### config.mk
export PLATFORM = sky130hd
export DESIGN_NAME = note_chart_feeder
export DESIGN_NICKNAME = d
export VERILOG_FILES = /design/src/rtl/note_chart_feeder_pkg.sv /design/src/rtl/note_chart_feeder_step_timer.sv /design/src/rtl/note_chart_feeder.sv
export SDC_FILE = /design/constraint.sdc
export NUM_CORES = 1
export LEC_CHECK = 0
export ABC_AREA = 1
export CORE_MARGIN = 2
export CORE_UTILIZATION = 52
export DETAILED_ROUTE_END_ITERATION = 12
export PLACE_DENSITY = 0.77
export SLEW_MARGIN = 10
export SYNTH_ARGS = -nofsm -noshare
export SYNTH_HDL_FRONTEND = slang
export SYNTH_SLANG_ARGS = --single-unit
### constraint.sdc
create_clock -name clock -period 1.55 [get_ports clock]
set_input_delay 0.31 -clock clock [delete_from_list [all_inputs] [get_ports clock]]
set_output_delay 0.31 -clock clock [all_outputs]
set_load 0.02 [all_outputs]
### src/rtl/note_chart_feeder_pkg.sv
// Shared definitions for the note-chart feeder.
// Purpose : feeder state encoding, default game timing and the saturating
//           step-count helper.
// Ports   : none (package).
package note_chart_feeder_pkg;

  localparam int SHIFTER_DEPTH          = 100;
  localparam int DEFAULT_TICKS_PER_STEP = 833333;
  localparam int STEP_COUNT_W           = 16;

  typedef enum logic [2:0] {
    ST_IDLE  = 3'd0,
    ST_CLEAR = 3'd1,
    ST_FETCH = 3'd2,
    ST_LATCH = 3'd3,
    ST_RUN   = 3'd4,
    ST_FLUSH = 3'd5,
    ST_DONE  = 3'd6
  } feeder_state_t;

  function automatic logic [STEP_COUNT_W-1:0] sat_inc(input logic [STEP_COUNT_W-1:0] v);
    return (v == '1) ? v : v + STEP_COUNT_W'(1);
  endfunction

endpackage

### src/rtl/note_chart_feeder_step_timer.sv
// Enable-gated mod-TICKS counter with a terminal-count pulse.
// Purpose : paces shift steps; holds its count while enable is low, so a
//           terminal count that is reached while disabled fires on the first
//           enabled cycle.
// Ports   : clock, reset_n (async, active low)
//           clear  - synchronous return to zero (wins over enable)
//           enable - advance the count this cycle
//           tick   - high in the enabled cycle where the count is TICKS-1
module note_chart_feeder_step_timer #(
  parameter int TICKS = 4
) (
  input  logic clock,
  input  logic reset_n,
  input  logic clear,
  input  logic enable,
  output logic tick
);

  localparam int CNT_W = (TICKS > 1) ? $clog2(TICKS) : 1;
  localparam logic [CNT_W-1:0] LAST = CNT_W'(TICKS - 1);

  logic [CNT_W-1:0] count;

  assign tick = enable && (count == LAST);

  always_ff @(posedge clock or negedge reset_n) begin
    if (!reset_n) begin
      count <= '0;
    end else if (clear) begin
      count <= '0;
    end else if (enable) begin
      count <= tick ? '0 : count + CNT_W'(1);
    end
  end

endmodule

### src/rtl/note_chart_feeder.sv
// Writer side of the note shifter.
// Purpose : reads chart words from a synchronous ROM and serialises them MSB
//           first onto the shifter's in/shift/load_n inputs, one bit per step,
//           then appends FLUSH_STEPS zero steps so the last notes reach the
//           far end of the shifter.
// Ports   : clock, reset_n (async, active low)
//           start      - level, begins a play from IDLE or DONE
//           pause      - level, freezes step timing
//           rom_addr   - chart ROM address (registered)
//           rom_data   - ROM word, valid one cycle after rom_addr
//           shift_in   - serial bit, only non-zero alongside shift
//           shift      - one-cycle step pulse
//           load_n     - one-cycle low pulse clearing the shifter
//           busy, done - play in progress / play finished
//           step_count - steps emitted this play, saturating
//
// state | meaning
// IDLE  | waiting for start after reset
// CLEAR | load_n low for one cycle, address/step count/timer zeroed
// FETCH | ROM address presented, waiting for the ROM read
// LATCH | ROM word captured into word_reg
// RUN   | emitting word_reg bits, one per timer tick
// FLUSH | emitting zero steps until FLUSH_STEPS have been sent
// DONE  | play finished, start relaunches
module note_chart_feeder
  import note_chart_feeder_pkg::*;
#(
  parameter int WORD_W         = 10,
  parameter int ADDR_W         = 8,
  parameter int CHART_LEN      = 200,
  parameter int TICKS_PER_STEP = DEFAULT_TICKS_PER_STEP,
  parameter int FLUSH_STEPS    = SHIFTER_DEPTH
) (
  input  logic                    clock,
  input  logic                    reset_n,
  input  logic                    start,
  input  logic                    pause,
  output logic [ADDR_W-1:0]       rom_addr,
  input  logic [WORD_W-1:0]       rom_data,
  output logic                    shift_in,
  output logic                    shift,
  output logic                    load_n,
  output logic                    busy,
  output logic                    done,
  output logic [STEP_COUNT_W-1:0] step_count
);

  localparam int BIT_W = (WORD_W > 1) ? $clog2(WORD_W) : 1;
  localparam int FL_W  = (FLUSH_STEPS > 0) ? $clog2(FLUSH_STEPS + 1) : 1;
  localparam logic [ADDR_W-1:0] LAST_ADDR  = ADDR_W'(CHART_LEN - 1);
  localparam logic [BIT_W-1:0]  LAST_BIT   = BIT_W'(WORD_W - 1);
  localparam logic [FL_W-1:0]   FLUSH_LAST = FL_W'(FLUSH_STEPS);

  feeder_state_t state, state_nx;

  logic [WORD_W-1:0]       word_reg, word_nx;
  logic [BIT_W-1:0]        bit_idx, bit_nx;
  logic [FL_W-1:0]         flush_cnt, flush_nx;
  logic [ADDR_W-1:0]       addr_nx;
  logic [STEP_COUNT_W-1:0] step_nx;
  logic                    shift_nx, shift_in_nx, load_n_nx, busy_nx, done_nx;
  logic                    start_play, timer_en, step_tick;

  // Timing runs from CLEAR onward so the first step lands exactly
  // TICKS_PER_STEP cycles after the load_n pulse; FETCH/LATCH sit inside the
  // step period instead of stretching it.
  assign timer_en = (state != ST_IDLE) && (state != ST_DONE) && !pause;

  note_chart_feeder_step_timer #(
    .TICKS (TICKS_PER_STEP)
  ) u_step_timer (
    .clock   (clock),
    .reset_n (reset_n),
    .clear   (start_play),
    .enable  (timer_en),
    .tick    (step_tick)
  );

  always_comb begin
    state_nx    = state;
    addr_nx     = rom_addr;
    word_nx     = word_reg;
    bit_nx      = bit_idx;
    flush_nx    = flush_cnt;
    step_nx     = step_count;
    shift_nx    = 1'b0;
    shift_in_nx = 1'b0;
    start_play  = 1'b0;

    case (state)
      ST_IDLE, ST_DONE: begin
        if (start) begin
          state_nx   = ST_CLEAR;
          start_play = 1'b1;
          addr_nx    = '0;
          step_nx    = '0;
          flush_nx   = '0;
        end
      end
      ST_CLEAR: state_nx = ST_FETCH;
      ST_FETCH: state_nx = ST_LATCH;
      ST_LATCH: begin
        word_nx  = rom_data;
        bit_nx   = '0;
        state_nx = ST_RUN;
      end
      ST_RUN: begin
        if (step_tick) begin
          shift_nx    = 1'b1;
          shift_in_nx = word_reg[WORD_W-1];
          word_nx     = word_reg << 1;
          step_nx     = sat_inc(step_count);
          if (bit_idx == LAST_BIT) begin
            if (rom_addr == LAST_ADDR) begin
              state_nx = ST_FLUSH;
            end else begin
              addr_nx  = rom_addr + ADDR_W'(1);
              state_nx = ST_FETCH;
            end
          end else begin
            bit_nx = bit_idx + BIT_W'(1);
          end
        end
      end
      ST_FLUSH: begin
        // One idle FLUSH cycle after the last step keeps busy high through it.
        if (flush_cnt == FLUSH_LAST) begin
          state_nx = ST_DONE;
        end else if (step_tick) begin
          shift_nx = 1'b1;
          step_nx  = sat_inc(step_count);
          flush_nx = flush_cnt + FL_W'(1);
        end
      end
      default: state_nx = ST_IDLE;
    endcase

    load_n_nx = (state_nx != ST_CLEAR);
    busy_nx   = (state_nx != ST_IDLE) && (state_nx != ST_DONE);
    done_nx   = (state_nx == ST_DONE);
  end

  always_ff @(posedge clock or negedge reset_n) begin
    if (!reset_n) begin
      state      <= ST_IDLE;
      rom_addr   <= '0;
      word_reg   <= '0;
      bit_idx    <= '0;
      flush_cnt  <= '0;
      step_count <= '0;
      shift      <= 1'b0;
      shift_in   <= 1'b0;
      load_n     <= 1'b1;
      busy       <= 1'b0;
      done       <= 1'b0;
    end else begin
      state      <= state_nx;
      rom_addr   <= addr_nx;
      word_reg   <= word_nx;
      bit_idx    <= bit_nx;
      flush_cnt  <= flush_nx;
      step_count <= step_nx;
      shift      <= shift_nx;
      shift_in   <= shift_in_nx;
      load_n     <= load_n_nx;
      busy       <= busy_nx;
      done       <= done_nx;
    end
  end

endmodule

# Word-level counts from Yosys, hierarchy flattened

Cells that the tools add are included.

Bits in registers: 73
Bits of input ports: 14
Output and inout bits: 29
Logic and storage cells: 93

Add/sub/neg operators: 5
Eq/ne operators: 22
Muxes and demuxes: 35
Reduce and logical (&&, ||, !) cells: 19

Operators by type and width:

| kind                                                             | number |
|---|---|
| 16-bit two-way mux                                               | 4 |
| 20-bit two-way mux                                               | 3 |
| 16-bit case mux with 3 select lines                              | 1 |
| 8-bit two-way mux                                                | 4 |
| 7-bit two-way mux                                                | 3 |
| 20-bit by 1-bit adder with 20-bit output (second input constant) | 1 |
| 20-bit equality test (second input constant)                     | 1 |
| 10-bit case mux with 2 select lines                              | 1 |
| 3-bit case mux with 6 select lines                               | 1 |
| 16-bit by 1-bit adder with 16-bit output (second input constant) | 1 |
| 16-bit equality test (second input constant)                     | 1 |
| 8-bit case mux with 2 select lines                               | 1 |
| 3-bit two-way mux                                                | 5 |
| 7-bit case mux with 2 select lines                               | 1 |
| 3-bit equality test (second input constant)                      | 4 |
| 10-bit two-way mux                                               | 1 |
| 2-bit inequality test (second input constant)                    | 5 |
| 3-bit nonzero test                                               | 3 |
| 8-bit by 1-bit adder with 8-bit output (second input constant)   | 1 |
| 8-bit equality test (second input constant)                      | 1 |
| 4-bit two-way mux                                                | 2 |
| 4-bit case mux with 2 select lines                               | 1 |
| 2-bit nonzero test                                               | 4 |
| 7-bit by 1-bit adder with 7-bit output (second input constant)   | 1 |
| 18 further kinds                                                 | 30 |

# Depth between registers and ports, before layout

Depth in word-level cells: 8
Depth in mapped cells: 13
Depth with buffers taken out: 13

# By module

Synthesis repeated with hierarchy kept, for this count alone.

Cell total of the unflattened synthesis: 622
Area total of the unflattened synthesis: 4520.6 µm²

By module, submodules not included:

| module                       | instances | cells an instance | area an instance (µm²) | sequential area each (µm²) |
|---|---|---|---|---|
| note_chart_feeder            | 1         | 430               | 3163.0                 | 1327.5 |
| note_chart_feeder_step_timer | 1         | 192               | 1357.6                 | 500.5 |

# Least setup slack after synthesis

Ideal clock, no wire load.

Path kind: reg-to-reg
From: reg step_count[0]
To: reg step_count[14]
Setup time: 0.076 ns
Arrival time: 1.749 ns
Data required time: 1.474 ns
Path slack: -0.276 ns
Stages on the path, launching flop included: 11
Path buffers: 1
Clock period less this slack: 1.826 ns
Path through: dfrtp_1 ha_1 nand2_1 nor2_1 nand2_1 nor3_1 o21ai_2 nand2_1 buf_2 nand2_1 o21ai_1

Word-level cells in the longest chain between the ends: 5
Elaborated cells between the ends (all ways): 6
Those cells by class: add/sub (1); eq/ne (1); mux (4)

Ends and longest elaborated chain:

| item                                                                                    | line                                               | RTL |
|---|---|---|
| start: declaration                                                                      | note_chart_feeder.sv:45                            | `output logic [STEP_COUNT_W-1:0] step_count` |
| start signal: assignment                                                                | note_chart_feeder.sv:162                           | `step_count <= step_nx;` |
| 16-bit by 1-bit adder with 16-bit output / 16-bit equality test (equally long branches) | note_chart_feeder_pkg.sv:22                        | `return (v == '1) ? v : v + STEP_COUNT_W'(1);` |
| 16-bit two-way mux (*)                                                                  | note_chart_feeder_pkg.sv:22                        |  |
| 16-bit two-way mux (*)                                                                  | note_chart_feeder.sv:108, note_chart_feeder.sv:129 |  |
| 16-bit two-way mux                                                                      | note_chart_feeder.sv:127                           | `if (flush_cnt == FLUSH_LAST) begin` |
| 16-bit case mux with 3 select lines (*)                                                 | note_chart_feeder.sv:90                            | `case (state)` |

Mark *: on every way between the ends. The rest lies on a longest branch, timed or not. The select of a mux whose other input is x is not followed.
A chain may end at the register's enable or synchronous reset.

# Final worst setup path

From: reg state[2]
To: reg step_count[6]

Word-level cells in the longest chain between the ends: 7
Elaborated cells between the ends (all ways): 17
Those cells by class: eq/ne (6); mux (3); reduce/logical (8)

Ends and longest elaborated chain:

| item                                                               | line                               | RTL |
|---|---|---|
| start: declaration                                                 | note_chart_feeder.sv:54            | `feeder_state_t state, state_nx;` |
| start signal: assignment                                           | note_chart_feeder.sv:157           | `state <= state_nx;` |
| 3-bit inequality test / 3-bit nonzero test (equally long branches) | note_chart_feeder.sv:67            | `assign timer_en = (state != ST_IDLE) && (state != ST_DONE) && !pause;` |
| 1-bit logical AND (2 in series)                                    | note_chart_feeder.sv:67            |  |
| 1-bit logical AND                                                  | note_chart_feeder_step_timer.sv:24 | `assign tick = enable && (count == LAST);` |
| 16-bit two-way mux (2 in series)                                   | --                                 |  |
| 16-bit case mux with 3 select lines                                | note_chart_feeder.sv:90            |  |

Several ways; a longest one is shown, not always the timed one. The select of a mux whose other input is x is not followed.

==> impl_metrics.yaml <==
run_status:
  violations: "negative setup slack"
  status: "finished with violations"
global_route:
  overflow: 0
  grt_usage: 0.304
  antenna_found_initial: 0
  first_global_vias: 4695
  grt_pass1_wl_um: 21300
  grt_max_degree: 74
worst_setup_path:
  startpoint_type: "register"
  critPathSlowestCell: "dfrtp_1"
  critical_path.max_fanout: 8
  cp.arrival_ns: 2.31
  required_ns: 1.83
  critPathCaptureType: "register"
  cp-startpoint: "state[2]"
  path_class: "reg -> reg"
  slowest_delay_ns: 0.51
  r2r_start: "state[2]"
  path_buf_inv: 3
  crit_chain: "inv_4 -> buf_6 -> nor3_4 -> nand3_2 -> nand2_2 -> a21oi_2 -> nand2_4 -> clkbuf_16 -> nand2_1 -> o21ai_1"
  crit_family: "simple AND/OR/NAND/NOR gates"
synthesis:
  avgSynthCellArea_um2: 7.63
  synth_top_area_frac: 0.422
  syn_inst: 560
  ys_ff_latch: 73
  synth_area_leaders: "dfrtp_1 (42%), nand2_1 (13%), nand3_1 (5.2%)"
  netlist-cell-type-count: 37
  synth_warnings: 0
  syn-cell-area_um2: 4270
  synth_largest_area_cell: "dfrtp_1"
  yosysSeqAreaShare: 0.428
  syn-num-nets: 583
final_layout:
  drive_gt1_frac: 0.467
  fillers: 380
  mostFrequentLayoutCells: "buf_4 (115), nand2_1 (102), dfrtp_1 (65)"
  area_growth_pct: 62.6
  fin_cells: 853
  final_common_cell: "buf_4"
  regArea_um2: 1840
  final_area_um2: 6940
  largest_reg_flops: 20
  multi_input_area_um2: 2970
  finalNetCount: 766
  antennaDiodeCount: 0
routing:
  drt_iter0_markers: 509
  ant_nets: 0
  vias_per_cell: 6.27
  wl_per_cell_um: 20.8
  met2WireLength_um: 8490
  highest_layer: "met4"
  route.vias.total: 5352
  drt_pass1_iterations: 6
  routed-wl-met3_um: 1650
  drt_wl_total_um: 17800
  wl_met1_um: 6210
  drc: 0
clocking:
  cts_tree: "done"
  cts_root_buf: "clkbuf_8"
  clock_latency_ns: 0.37
  cts_buffers: 9
  cts_max_level: 3
  clk_pin_slew_worst_paths_ns: 0.09
  max-clock-path-buffers: 2
  clock-sinks: 73
timing:
  fin_ws_ns: -0.479
  worst_pin_slew_ns: 0.401
  setup_viol: 74
  finalClockSkew_ns: 0.0121
  relSlewSlack: 0.730
  rsz0062_at_grt: "yes"
  finalMaxSlewViolations: 0
  hold_viol: 0
  timing.fmax_mhz: 493
  min_period_ns: 2.03
  fin_crit_sh: 1.31
worst_hold_path:
  holdCritPathClass: "in -> async"
flow_run:
  drv_cap: 0
floorplanning:
  io_pins: 43
  core_um2: 8090
  chipWidth_um: 94.6
  die_h_um: 94.6
  initial_core_util: 0.528
  die_area_um2: 8950
  rows: 33
placement:
  hpwl_um: 8110
  placed_cells: 805
  io_buffers: 42
  postPlaceCellArea_um2: 5660
  pre_cts_ws_ns: -0.384
  place_congestion: 0.955
pwr:
  p_leak_uw: 0.00338
  power_density_nw_per_um2: 1460
  ir_drop_uv: 1120
==> cell families (layout without fill, tap and decap cells) <==
logic type / after synthesis / after routing / share of synthesized area
and+or+nand+nor: 305 / 309 / 0.319
AOI/OAI and AO/OA: 80 / 80 / 0.113
DFF: 73 / 73 / 0.428
buffers and inverters: 70 / 254 / 0.0668
xor gates and xnor gates: 23 / 23 / 0.0472
adders and majority gates: 9 / 9 / 0.0264
==> per-stage QoR <==
step | TNS (ns) | hold slack, ns | power [uW] | util
detailed placement | -19.83 | 0.368 | 5980 | 0.699
floorplan | -1.24 | 0.0144 | 4450 | -
global placement | -17.08 | 0.372 | 5850 | 0.699
CTS | -11.54 | 0.502 | 8500 | 0.785
global route | -24.23 | 0.542 | 10500 | 0.858
finish | -22.26 | 0.493 | 10100 | 0.858
==> area by class of cell <==
class	instances	area share
Multi-Input combinational cell	421	0.428
Clock buffer	10	0.0198
Clock inverter	6	0.00973
Sequential cell	73	0.265
Timing Repair Buffer	178	0.226
Inverter	60	0.0332
Tap cell	105	0.0189
==> routing by layer <==
layer,up-vias,GRT usage
met1,2542,0.362
li1,2210,-
met4,0,0.176
met5,-,0
met3,156,0.0479
met2,444,0.518
==> path summary, 6_finish.rpt <==
path,to,slack (ns),depth (start not counted)
setup / recovery,step_count[6],-0.48,10
hold / removal,step_count[12],0.49,3
setup reg to reg,step_count[6],-0.48,10
hold reg to reg,word_reg[2],0.53,2
max in group asynchronous,state[1],0.72,3
min in group clock,word_reg[0],0.53,3
==> worst min-delay path, cell delays in order <==
cell and delay (ns):
dlygate4sd3_1 0.52, buf_2 0.12, buf_12 0.34
==> synthesized netlist by cell type <==
| library cell | number |
|---|---|
| dfrtp_1 | 72 |
| o31ai_1 | 3 |
| nor2_2 | 2 |
| o21a_1 | 1 |
| xnor2_1 | 4 |
| nand3b_1 | 1 |
| or2_2 | 16 |
| dfstp_2 | 1 |
| nor2_1 | 45 |
| o31ai_2 | 3 |
| o22ai_1 | 4 |
| xor2_1 | 19 |
| nand2_4 | 1 |
| inv_1 | 56 |
| buf_6 | 2 |
| and3_1 | 1 |
| inv_2 | 4 |
| nor3_1 | 21 |
| a31oi_1 | 4 |
| nand3_1 | 44 |
| a21oi_1 | 12 |
| a211oi_1 | 3 |
| nor3_4 | 1 |
| a21oi_2 | 1 |
| o21ai_2 | 7 |
| o21ai_1 | 16 |
| nand2_1 | 153 |
| nand2_2 | 5 |
| nor4_1 | 3 |
| buf_2 | 6 |
| clkbuf_1 | 2 |
| nand2b_1 | 1 |
| nand3_2 | 2 |
| o21ai_0 | 26 |
| nand4_1 | 7 |
| nor3_2 | 2 |
| ha_1 | 9 |
==> power breakdown <==
part	switching [uW]	total (uW)	internal, uW
clock	815	1610	790
combinational	3580	6100	2520
sequential	208	2440	2230
==> timing repair <==
action                     in CTS  in global routing
setup endpoints to repair     101                 78
buffers inserted               13                 11
pin swaps                      38                 31
hold buffers                    1                  0
hold endpoints to repair       22                  0
gates cloned                    4                  4
gates resized for setup       127                128
Note: power is estimated with default switching activity, not from simulation.
==> variant 1, RTL diff (same settings) <==
Put one more register stage on the output `step_count`, with the module's reset. The value now appears one clock later. The other outputs are not delayed to match.
--- a/src/rtl/note_chart_feeder.sv
+++ b/src/rtl/note_chart_feeder.sv
@@ -53,2 +53,4 @@
 
+  logic [STEP_COUNT_W-1:0] step_count_s0;
+
   feeder_state_t state, state_nx;
@@ -84,3 +86,3 @@
     flush_nx    = flush_cnt;
-    step_nx     = step_count;
+    step_nx     = step_count_s0;
     shift_nx    = 1'b0;
@@ -111,3 +113,3 @@
           word_nx     = word_reg << 1;
-          step_nx     = sat_inc(step_count);
+          step_nx     = sat_inc(step_count_s0);
           if (bit_idx == LAST_BIT) begin
@@ -130,3 +132,3 @@
           shift_nx = 1'b1;
-          step_nx  = sat_inc(step_count);
+          step_nx  = sat_inc(step_count_s0);
           flush_nx = flush_cnt + FL_W'(1);
@@ -149,3 +151,3 @@
       flush_cnt  <= '0;
-      step_count <= '0;
+      step_count_s0 <= '0;
       shift      <= 1'b0;
@@ -161,3 +163,3 @@
       flush_cnt  <= flush_nx;
-      step_count <= step_nx;
+      step_count_s0 <= step_nx;
       shift      <= shift_nx;
@@ -170,2 +172,10 @@
 
+  always_ff @(posedge clock or negedge reset_n) begin
+    if (!reset_n) begin
+      step_count <= '0;
+    end else begin
+      step_count <= step_count_s0;
+    end
+  end
+
 endmodule
Check against the original RTL: no difference found for any inputs over 10 cycles, from zero or initial values and one cycle with reset_n low; that may be too few to reach the edited logic, so the function may still have changed.
==> variant 1 against the unedited design <==
The flow still finishes with violations (negative setup slack); setup slack improved by 0.066 ns; first-iteration DRC count decreased by 17%; synthesized area rose by 11%; synthesized cell count increased by 11%; clock power is 6% higher; total power down 9.0%; cell area up 0.97%; global-route usage is 3.9 points lower; non-clock buffer count shrank 18; wire length fell by 12%; sequential cell count up 16; final cell count increased by 4.8%; largest cell class unchanged; largest power group unchanged; highest routed layer unchanged.
==> variant 1: results (changes against the unedited design) <==
status = finished with violations
failing checks = negative setup slack
Setup crit start = u_step_timer.count[0]$_DFFE_PN0P_
Synth area leaders = dfrtp_1, nand2_1, nand3_1, nor2_1, inv_1
final WL = 15700 um (-12%)
met1 Use GR = 32.0% (-4.2 points)
worst slack at placement = -0.354 ns (+0.0303 ns)
crit path setup slack, layout = -0.413 ns (+0.0656 ns)
met3 Usage GRT = 4.50% (-0.29 points)
global placement routability congestion = 0.917 (-4.0%)
Critical Path AT = 2.24 ns (-0.07 ns)
R2R Setup Slk = -0.41 ns (+0.07 ns)
Layout Nets = 803 (+4.8%)
crit path capture = word_reg[1]$_DFFE_PN0P_
Fillers = 548 (+44%)
crit-path max FO = 5 (-3)
worst clock skew = 0.0159 ns (+0.00380 ns)
grt met2 use = 46.9% (-4.9 points)
first-pass GRT wire length = 21200 um (-0.77%)
post-synthesis net count = 641 (+9.9%)
sequential share of the synthesized area = 47.0% (+4.2 points)
share of cells above drive strength 1 = 32.7% (-14 points)
Placed Area = 6040 um^2 (+6.8%)
Post-Route Setup TNS = -16.49 ns (+5.77 ns)
met1 WL = 5800 um (-6.6%)
worst hold margin = 0.404 ns (-0.0893 ns)
HPWL Detailed = 8710 um (+7.4%)
maximum VDD drop = 0.793 mV (-29%)
GR Util All Layers = 26.5% (-3.9 points)
DR vias/cell = 5.76 (-8.3%)
reg2reg path depth = 12 (+2)
# placed instances = 854 (+6.1%)
synth unique cells = 34 (-8.1%)
worst-margin pin slew = 0.479 ns (+0.0785 ns)
WL met2 = 8080 um (-4.8%)
final setup vio count = 70 (-5.4%)
1st-iter DRT viols = 420 (-17%)
top cells by count, synth = nand2_1, dfrtp_1, nor2_1
post-synthesis cell count = 619 (+11%)
metal3 WL = 1070 um (-35%)
Lkg Pwr = 3.38 nW (about the same)
Worst path max stage delay = 0.40 ns (-0.11 ns)
largest net degree at the start of global routing = 32 (-57%)
-- variant 1: cell families (layout without fill, tap and decap cells) --
kind of cell	after synthesis	in the layout	share of synthesized area, %
and+or+nand+nor	335	338	30.7
DFF	89	89	47.0
buffers and inverters	84	248	6.94
AOI/OAI and AO/OA	79	79	8.82
xor gates and xnor gates	24	24	4.44
adders and majority gates	8	8	2.11
-- variant 1: what timing repair did --
action	CTS	global route
pin swaps	16	25
gates cloned	3	5
resized for setup	78	106
hold buffers	1	0
setup endpoints to repair	99	75
hold endpoints to repair	27	0
setup buffers	10	7
-- variant 1: power breakdown --
part	internal, mW	switching (mW)
clock network	0.793	0.916
registers	2.82	0.301
logic	1.71	2.69
total	5.32	3.91
-- variant 1: cell type report --
cell class / count / share of cell area, %
clock buffers: 10 / 1.96
clock inverters: 6 / 0.946
inverters: 72 / 4.01
multi-input cells: 449 / 39.0
flip-flops and latches: 89 / 31.8
well taps: 108 / 1.93
repair buffers: 160 / 20.4
==> variant 2, RTL diff (same flow settings) <==
Without the edit above. Change the parameter `CHART_LEN` from 200 to 100.
--- a/src/rtl/note_chart_feeder.sv
+++ b/src/rtl/note_chart_feeder.sv
@@ -29,3 +29,3 @@
   parameter int ADDR_W         = 8,
-  parameter int CHART_LEN      = 200,
+  parameter int CHART_LEN      = 100,
   parameter int TICKS_PER_STEP = DEFAULT_TICKS_PER_STEP,
Function: same outputs for any inputs over 10 cycles, from zero or initial values and one cycle with reset_n low; that may be too few to reach the edited logic, so the function may still have changed.
==> variant 2 against the unedited design <==
Final cell count grew 0.47%; sequential cell count unchanged; critical path type unchanged; hold slack lost 0.015 ns; critical path depth shrank 5; setup slack gained 0.085 ns; cell area increased by 2.4%; synthesized area rose by 2.2%; the run still ends with negative setup slack left; wire length is 1.7% higher.
Power is not compared: it rests on default switching activity, and its combinational part moved more than twofold at a synthesized area within 25%.
==> variant 2: results (changes against the unedited design) <==
H-tree levels = 3 (unchanged)
vias in the first global route = 4856 (+3.4%)
met1 Use GR = 36.6% (+0.40 points)
Post-Route Setup TNS = -15.15 ns (+7.11 ns)
Synth area leaders = dfrtp_1, nand2_1, nand3_1, nor2_1, inv_1
clock input transition at the sequential cells of the worst setup and hold paths = 0.09 ns (about the same)
global placement routability congestion = 0.900 (-5.8%)
initial antenna violation count = 0 (unchanged)
post-synthesis net count = 596 (+2.2%)
Routed WL per cell = 21.1 um (+1.2%)
total CTS buffers = 9 (unchanged)
top cells by count, synth = nand2_1, nor2_1, dfrtp_1
# port buffers = 42 (unchanged)
crit path setup slack, layout = -0.394 ns (+0.0845 ns)
Worst path max stage delay = 0.59 ns (+0.08 ns)
HPWL Detailed = 7990 um (-1.5%)
worst clock skew = 0.0226 ns (+0.0105 ns)
status = finished with violations
# placed instances = 798 (-0.87%)
final setup vio count = 73 (-1.4%)
1st-iter DRT viols = 523 (+2.8%)
share of cells above drive strength 1 = 43.9% (-2.8 points)
n_diodes = 0 (unchanged)
first-pass GRT wire length = 22100 um (+3.7%)
vias post-DR = 5331 (-0.39%)
Detailed Routing Iterations Pass 1 = 8 (+2)
top_reg_cell synth = dfrtp_1
maximum VDD drop = 0.850 mV
crit-path max FO = 7 (-1)
Hold/Removal Path Class = input pin to asynchronous set/reset pin
Top delay family on crit path = compound AO/OA/AOI/OAI gates
YS warnings = 0 (unchanged)
slowest CP cell = a2111oi_0
reg2reg path depth = 5 (-5)
met3 Usage GRT = 4.90% (+0.11 points)
failing checks = negative setup slack
clk buf depth = 2 (unchanged)
worst slack at placement = -0.310 ns (+0.0742 ns)
Root Driver = clkbuf_8
max reg flops = 20 (unchanged)
Critical Path AT = 2.16 ns (-0.15 ns)
clk_lat worst skew = 0.38 ns
synth unique cells = 39 (+5.4%)
Placed Area = 5610 um^2 (-0.91%)
sequential share of the synthesized area = 41.9% (-0.93 points)
grt met2 use = 54.2% (+2.4 points)
Setup crit start = state[1]$_DFF_PN0_
Lkg Pwr = 3.36 nW
largest net degree at the start of global routing = 74 (unchanged)
final WL = 18100 um (+1.7%)
Async SR Flop Fraction = 100% (unchanged)
Max-cap violations = 0 (unchanged)
Layout Nets = 770 (+0.52%)
post-synthesis cell count = 573 (+2.3%)
max_slew headroom = 60.6% (-12 points)
GR Util All Layers = 31.0% (+0.67 points)
[variant 2: logic make-up after synthesis]
group | after synthesis | synth area share (%)
simple gates | 324 | 34.2
flops | 73 | 41.9
buf+inv | 70 | 6.74
compound gates | 68 | 8.80
xor+xnor | 28 | 5.62
fa+ha+maj | 9 | 2.58
mux | 1 | 0.229
[variant 2: per-layer routing]
layer  share of wire (%)  vias to the layer above  wire length, um
met2                  48                      394             8760
met3                 7.7                      153             1380
met1                  36                     2543             6570
met5                   0                        -                0
met4                 7.6                        0             1370
li1                    -                     2241                -
[variant 2: timing repair]
| item | CTS | global route |
|---|---|---|
| buffers inserted | 20 | 22 |
| pin swaps | 34 | 57 |
| cloned | 3 | 4 |
| resized for setup | 137 | 154 |
| hold buffers | 1 | 0 |
| setup endpoints to repair | 99 | 77 |
| endpoints found under the hold margin | 65 | 0 |
[variant 2: layout make-up]
class                   instances  area [um^2]
repair buffers                173         1560
flip-flops and latches         73         1840
clock buffers                  12          155
fillers                       353         1060
multi-input cells             434         3140
well taps                     105          131
inverters                      56          233
clock inverters                 4         51.3
[variant 2: final timing paths]
kind | to | slack [ns]
worst max-delay path | shift$_DFF_PN0_ | -0.39
worst min register to register | word_reg[1]$_DFFE_PN0P_ | 0.53
worst min-delay path | word_reg[1]$_DFFE_PN0P_ | 0.48
min in group clock | word_reg[1]$_DFFE_PN0P_ | 0.53
worst max register to register | shift$_DFF_PN0_ | -0.39
max in group asynchronous | step_count[1]$_DFFE_PN0P_ | 0.68
[variant 2: worst register-to-register path: cells and delay by family (launching register included)]
family	cells	cell delay [ns]
buffers and inverters	3	0.46
AOI/OAI and AO/OA	1	0.59
DFF	1	0.50
and+or+nand+nor	1	0.23
[variant 2: where the power goes]
group          leakage (nW)  internal [mW]  switching (mW)  total, mW
sequential            0.946           1.99          0.0740       2.07
clock                 0.103          0.834           0.826       1.66
combinational          2.31          0.419           0.456      0.875
